===== config.mk =====
export PLATFORM = sky130hd
export DESIGN_NAME = seg_scan_mux
export DESIGN_NICKNAME = d
export VERILOG_FILES = /design/src/rtl/seg_pkg.sv /design/src/rtl/seg_scan_prescaler.sv /design/src/rtl/seg_scan_mux.sv
export SDC_FILE = /design/constraint.sdc
export NUM_CORES = 1
export LEC_CHECK = 0
export ABC_AREA = 1
export CAP_MARGIN = 20
export CORE_MARGIN = 3
export CORE_UTILIZATION = 35
export CTS_CLUSTER_DIAMETER = 30
export DETAILED_ROUTE_END_ITERATION = 8
export HOLD_SLACK_MARGIN = 0.03
export PLACE_DENSITY = 0.59
export REMOVE_ABC_BUFFERS = 1
export SYNTH_ARGS = -nofsm -noshare
export SYNTH_HDL_FRONTEND = slang
export SYNTH_SLANG_ARGS = --single-unit

===== constraint.sdc =====
create_clock -name clk_i -period 3.9 [get_ports clk_i]
set_input_delay 0.975 -clock clk_i [delete_from_list [all_inputs] [get_ports clk_i]]
set_output_delay 0.975 -clock clk_i [all_outputs]
set_load 0.005 [all_outputs]

===== src/rtl/seg_pkg.sv =====
// Shared types and constants for the 7-segment display path (scanner and decoder).
package seg_pkg;

  typedef logic [3:0] nibble_t;

  localparam int MAX_DIGITS = 8;

  // Segment pattern that lights nothing; the decoder emits it for blanked slots.
  localparam logic [7:0] SEG_BLANK = 8'h00;

  // Anode levels keyed by polarity (1 = active-low board wiring).
  function automatic logic an_on(input bit active_low);
    return active_low ? 1'b0 : 1'b1;
  endfunction

  function automatic logic an_off(input bit active_low);
    return active_low ? 1'b1 : 1'b0;
  endfunction

endpackage


===== src/rtl/seg_scan_prescaler.sv =====
// Free-running divide-by-DIV counter; tick is high on the last count of each period.
module seg_scan_prescaler #(
  parameter int DIV = 100000
) (
  input  logic clk_i,
  input  logic rst_i,
  output logic tick
);

  localparam int CNT_W = (DIV > 1) ? $clog2(DIV) : 1;
  localparam logic [CNT_W-1:0] LAST_CNT = CNT_W'(DIV - 1);

  logic [CNT_W-1:0] cnt_reg;

  generate
    if (DIV < 2) begin : g_bad_div
      $fatal(1, "seg_scan_prescaler: DIV must be >= 2");
    end
  endgenerate

  assign tick = (cnt_reg == LAST_CNT);

  always_ff @(posedge clk_i or posedge rst_i) begin
    if (rst_i) begin
      cnt_reg <= '0;
    end else if (tick) begin
      cnt_reg <= '0;
    end else begin
      cnt_reg <= cnt_reg + 1'b1;
    end
  end

endmodule


===== src/rtl/seg_scan_mux.sv =====
// Digit scanner feeding the registered hex-to-7-segment decoder; anodes lag nibbles by one cycle.
// Optional leading-zero suppression when SEG_SCAN_LZ_BLANK_EN is defined.
module seg_scan_mux
  import seg_pkg::*;
#(
  parameter int NUM_DIGITS    = 8,
  parameter int SCAN_DIV      = 100000,
  parameter int AN_ACTIVE_LOW = 1
) (
  input  logic                          clk_i,
  input  logic                          rst_i,
  input  logic                          load_i,
  input  logic [4*NUM_DIGITS-1:0]       value_i,
  input  logic [NUM_DIGITS-1:0]         blank_i,
  output logic [3:0]                    nibble_o,
  output logic [NUM_DIGITS-1:0]         an_o,
  output logic [$clog2(NUM_DIGITS)-1:0] digit_idx_o,
  output logic                          frame_o
);

  localparam int IDX_W = $clog2(NUM_DIGITS);
  localparam logic [IDX_W-1:0] LAST_IDX = IDX_W'(NUM_DIGITS - 1);
  localparam logic AN_ON_LVL  = an_on(AN_ACTIVE_LOW != 0);
  localparam logic AN_OFF_LVL = an_off(AN_ACTIVE_LOW != 0);

  generate
    if (NUM_DIGITS < 2 || NUM_DIGITS > MAX_DIGITS) begin : g_bad_digits
      $fatal(1, "seg_scan_mux: NUM_DIGITS must be 2..8");
    end
    if (SCAN_DIV < 2) begin : g_bad_div
      $fatal(1, "seg_scan_mux: SCAN_DIV must be >= 2");
    end
  endgenerate

  logic                    tick;
  logic                    frame;
  logic [IDX_W-1:0]        idx_reg;
  logic [IDX_W-1:0]        idx_next;
  logic [4*NUM_DIGITS-1:0] shadow_reg;
  logic                    pending_reg;
  logic [4*NUM_DIGITS-1:0] active_reg;
  logic [4*NUM_DIGITS-1:0] active_next;
  logic                    active_upd;
  nibble_t                 nibble_reg;
  nibble_t                 nibble_next;
  logic [NUM_DIGITS-1:0]   an_reg;
  logic [NUM_DIGITS-1:0]   an_next;
  logic [NUM_DIGITS-1:0]   hide_mask;

  seg_scan_prescaler #(
    .DIV (SCAN_DIV)
  ) u_prescaler (
    .clk_i (clk_i),
    .rst_i (rst_i),
    .tick  (tick)
  );

  assign frame = tick && (idx_reg == LAST_IDX);

  always_comb begin
    idx_next = idx_reg;
    if (tick) begin
      idx_next = (idx_reg == LAST_IDX) ? '0 : idx_reg + 1'b1;
    end
  end

  // A load on the frame cycle bypasses the shadow so it is not a frame late.
  always_comb begin
    active_next = active_reg;
    active_upd  = 1'b0;
    if (frame && load_i) begin
      active_next = value_i;
      active_upd  = 1'b1;
    end else if (frame && pending_reg) begin
      active_next = shadow_reg;
      active_upd  = 1'b1;
    end
  end

  assign nibble_next = active_next[4*idx_next +: 4];

`ifdef SEG_SCAN_LZ_BLANK_EN
  logic [NUM_DIGITS-1:0] lz_reg;
  logic [NUM_DIGITS-1:0] lz_next;

  // Digit k is a leading zero when every digit from k upward is zero; digit 0 always shows.
  generate
    for (genvar gi = 0; gi < NUM_DIGITS; gi++) begin : g_lz
      if (gi == 0) begin : g_lsd
        assign lz_next[gi] = 1'b0;
      end else begin : g_upper
        assign lz_next[gi] = ~|active_next[4*NUM_DIGITS-1:4*gi];
      end
    end
  endgenerate

  always_ff @(posedge clk_i or posedge rst_i) begin
    if (rst_i) begin
      lz_reg <= {{(NUM_DIGITS-1){1'b1}}, 1'b0};
    end else if (active_upd) begin
      lz_reg <= lz_next;
    end
  end

  assign hide_mask = blank_i | lz_reg;
`else
  assign hide_mask = blank_i;
`endif

  generate
    for (genvar gi = 0; gi < NUM_DIGITS; gi++) begin : g_an
      assign an_next[gi] = (idx_reg == IDX_W'(gi) && !hide_mask[gi]) ? AN_ON_LVL : AN_OFF_LVL;
    end
  endgenerate

  always_ff @(posedge clk_i or posedge rst_i) begin
    if (rst_i) begin
      idx_reg     <= '0;
      shadow_reg  <= '0;
      pending_reg <= 1'b0;
      active_reg  <= '0;
      nibble_reg  <= '0;
      an_reg      <= {NUM_DIGITS{AN_OFF_LVL}};
    end else begin
      idx_reg    <= idx_next;
      active_reg <= active_next;
      nibble_reg <= nibble_next;
      an_reg     <= an_next;
      if (load_i) begin
        shadow_reg <= value_i;
      end
      if (frame) begin
        pending_reg <= 1'b0;
      end else if (load_i) begin
        pending_reg <= 1'b1;
      end
    end
  end

  assign nibble_o    = nibble_reg;
  assign an_o        = an_reg;
  assign digit_idx_o = idx_reg;
  assign frame_o     = frame;

endmodule


# After elaboration in Yosys (flattened, before gate mapping)
# Index checks and enable logic that the tools add are counted.
# totals
latchBits	0
out_inout_bits	16
ramBits	0
memories	0
register_bits	97
romBits	0
# classes
n_mux	15
div	0
eq_ne	8
n_reduce_logical	21
mul	0
n_shift	1
bitwise	0
n_addsub	2
order_cmp	0
# ops
operator	n
$mux 32	2
$shiftx 32x6->4	1
$add 17x1->17 const B	1
$eq 17x17->1 const B	1
$mux 17	1
$eq 3x3->1 const B	4
$logic_and 1x1->1	11
$mux 1	10
$logic_not 1->1	8
$eq 3x2->1 const B	2
$mux 3	2
$add 3x1->3 const B	1
$eq 3x1->1 const B	1
$logic_not 3->1	1
$reduce_bool 2->1	1

# Depth between registers and ports, before layout
# depth
depth_word	6
ltp_mapped	16

# Hierarchy
# Synthesis repeated with hierarchy kept, for this count alone.
# hier_totals
hier_cells	647
area_unflattened_um2	4963.5
# by_module_without_submodules
module	cells_each	area_per_inst_um2	instances
seg_scan_mux	503	3986.3	1
seg_scan_prescaler	144	977.2	1

# Worst setup path before layout
# Ideal clock, no wire load.
# synth_timing
kind	register to output
startpoint	register idx_reg[0], in the netlist digit_idx_o[0]
endpoint	output port frame_o
setup_slack_ns	1.758
n_path_buf	1
arrival_time_ns	1.167
path_stages_with_launch	6
required_time_ns	2.925
path_cell_list	dfrtp_1 ha_1 ha_1 buf_2 nand2_1 inv_1
# synth_via
elab_chain_len	2
# synth_rtl
element	line_no	rtl
start: declaration	seg_scan_mux.sv:37	logic [IDX_W-1:0] idx_reg;
start signal: assignment	seg_scan_mux.sv:125	idx_reg <= idx_next;
$eq 3x3->1	seg_scan_mux.sv:58	assign frame = tick && (idx_reg == LAST_IDX);
$logic_and 1x1->1	seg_scan_mux.sv:58	
end: declaration	seg_scan_mux.sv:18	output logic frame_o
# No other way between the ends.

# Final worst setup path
# layout_timing
startpoint	register u_prescaler.cnt_reg[0]
endpoint	output port frame_o
# layout_via
elab_chain_len	2
# layout_rtl
element	line_no	rtl
start: declaration	seg_scan_prescaler.sv:13	logic [CNT_W-1:0] cnt_reg;
start signal: assignment	seg_scan_prescaler.sv:29	cnt_reg <= cnt_reg + 1'b1;
$eq 17x17->1	seg_scan_prescaler.sv:21	assign tick = (cnt_reg == LAST_CNT);
$logic_and 1x1->1	seg_scan_mux.sv:58	
# No other way between the ends.

==> impl_metrics.toml <==
[yosys]
synth.area.mux_share_pct = 0
synth_compound_area_share_pct = 4.200
yosysSeqAreaShare_pct = 50.82
ys_ff_latch = 97
syn_inst = 612
synth.distinct_cells = 34
synth_edf_count = 0
synth_area_per_cell_um2 = 7.836
syn_area_um2 = 4796
synthXorXnorAreaFrac_pct = 0.7305
synth_flop_cell = "dfrtp_1"
synth_top_family_by_area = "simple AND/OR/NAND/NOR gates"
synth-warning-count = 0
ys_async_sr_fraction_pct = 100.0
yosys.area_share.simple_pct = 33.60
synth-adder-area-share_pct = 1.826

[pwr]
p_clk_share_pct = 41.3
report.power.total_w = 0.002043
p_seq_share_pct = 51.7
internal_power_w = 0.001576
combPwrFrac_pct = 7.0
powerDensity_nw_per_um2 = 350.9
ir_worst_vdd_mv = 0.3492
swShare_pct = 22.83
p_switching_w = 0.0004664
cellLeakagePower_nw = 3.076

[global_routing]
grt_max_degree = 98
grt_usage_pct = 17.06
grt_pass1_wl_mm = 20.15
overflow = 0
antenna_found_initial = 0
grt_pass1_vias = 4116

[critical_path]
cpMaxStageDelayCell = "clkdlybuf4s50_1"
path_class = "reg -> out"
cp.arrival_ns = 2.24
slowest_delay_ns = 0.52
worst-endpoint-required_ns = 2.92
path_cells = "ha_1, nand3_2, inv_1, nand3_1, nor2_1, nand2_1, inv_1, clkdlybuf4s50_1"
worstPathMaxFanout = 4
cp-end-kind = "output port"
cp_top_family = "buffers and inverters"
startpoint_type = "flop"
worst-path-buf-inv = 3
path_common_cell = "inv_1"

[clock_network]
post_cts_resized = 0
cts_hold_buf = 0
cts_tree = "built"
clk_path_buf_depth = 2
clock-sinks = 97
cts-buffers-inserted = 9
clk_latency_ns = 0.35
post_cts_buffers = 0
cts.htree.levels = 3
path_clk_slew_ns = 0.06
clockRootBuffer = "clkbuf_16"

[layout]
area_growth_pct = 21.39
layout_common_cells = "219 x nand2_1, 89 x dfrtp_1, 86 x nand3_1"
drive_gt1_share_pct = 6.716
nets = 715
final_util_pct = 43.79
layout.cells.most_common = "nand2_1"
diodes = 0
final_cell_area_um2 = 5822

[die]
die_h_um = 123.1
die_x_um = 123.1
core_um2 = 13300
initial_core_util_pct = 36.07
rows = 42
ios = 59
dieArea_um2 = 15140

[sta]
grt_setup_unrepaired = "no"
finalSetupViolations = 0
period_needed_ns = 3.211
holdWs_ns = 0.4617
max_freq_ghz = 0.3114
fin_skew_ns = 0.009102
hold_viol = 0
maxSlewHeadroom_pct = 40.60
tns_ns = 0
tightest_slew_ns = 0.8889
slew_viol_final = 0
period_share_pct = 82.35

[detailed_routing]
wirelength_mm = 11.98
ant_nets = 0
dr.pass1.iters = 4
routedWlPerCell_um = 14.15
drt-initial-drc-count = 244
detailroute.via_count = 4089
routed_via_density = 4.833
route.detailed.drc = 0

[outcome]
status = "finished clean"

[hold_path]
worstHoldPathType = "reg -> reg"

[place]
detailed_place_hpwl_mm = 7.877
postPlaceCellArea_um2 = 5545
place_congestion = 0.8036
port_buffers = 58

[run]
cap_violations = 0
logic make-up after synthesis:
family	count (synthesis)
flip-flops	97
adder cells (fa/ha/maj)	7
XOR/XNOR	4
AO/OA/AOI/OAI	36
AND/OR/NAND/NOR	363
buffers and inverters	105
power by group through the flow:
| stage | registers (W) | logic, W | clock network (W) |
|---|---|---|---|
| after floorplan | 0.00107 | 0.0000653 | 0 |
| after CTS | 0.00106 | 0.000146 | 0.000867 |
| after global placement | 0.00107 | 0.000143 | 0 |
| after global routing | 0.00106 | 0.000163 | 0.000909 |
| final | 0.00106 | 0.000143 | 0.000844 |
| after detailed placement | 0.00107 | 0.000145 | 0 |
worst paths after layout:
kind	start	endpoint	slack (ns)	cells after the start
setup / recovery	u_prescaler.cnt_reg[0]$_DFF_PP0_	frame_o	0.69	8
hold / removal	u_prescaler.cnt_reg[0]$_DFF_PP0_	u_prescaler.cnt_reg[0]$_DFF_PP0_	0.46	1
setup reg to reg	digit_idx_o[0]$_DFF_PP0_	nibble_o[2]$_DFF_PP0_	1.20	13
hold reg to reg	u_prescaler.cnt_reg[0]$_DFF_PP0_	u_prescaler.cnt_reg[0]$_DFF_PP0_	0.46	1
max in group asynchronous	rst_i	shadow_reg[30]$_DFFE_PP0P_	2.42	3
min in group asynchronous	rst_i	u_prescaler.cnt_reg[10]$_DFF_PP0_	1.08	3
metal layers:
layer  up-vias  track usage, %  wire length (um)
met1      1927           22.45              5490
met2       110           27.43              5520
met5         -               0                 0
met3        21           4.163               689
met4         0           6.228               274
li1       2031               -                 -
stage by stage:
step	setup slack, ns	instances
floorplan	0.4045	590
global placement	0.8671	830
detailed placement	0.8021	830
CTS	0.6512	846
global route	0.4691	846
finish	0.6885	846
synthesized netlist by cell type (2+ instances only):
cell      instances  share of area, %
clkbuf_1          9              0.70
a21oi_1           6              0.63
nor2_1           24               1.9
inv_1            77               6.0
dfrtp_1          89                46
nor3_1            4              0.42
xor2_1            3              0.55
inv_2             5              0.39
o21ai_0          25               2.6
nand4_1          16               2.1
nand3b_1          5              0.78
nand2_1         219                17
ha_1              7               1.8
buf_2            10               1.0
dfstp_2           8               4.4
buf_4             2              0.31
nand3_1          86               9.0
layout make-up:
class	instances	area, um2
clock buffers	14	264.0
clock inverters	2	12.51
well taps	176	220.2
fillers	1369	7473
flip-flops and latches	97	2437
repair buffers	64	638.1
inverters	83	314.1
multi-input cells	410	1936
(Power assumes the default switching activity.)
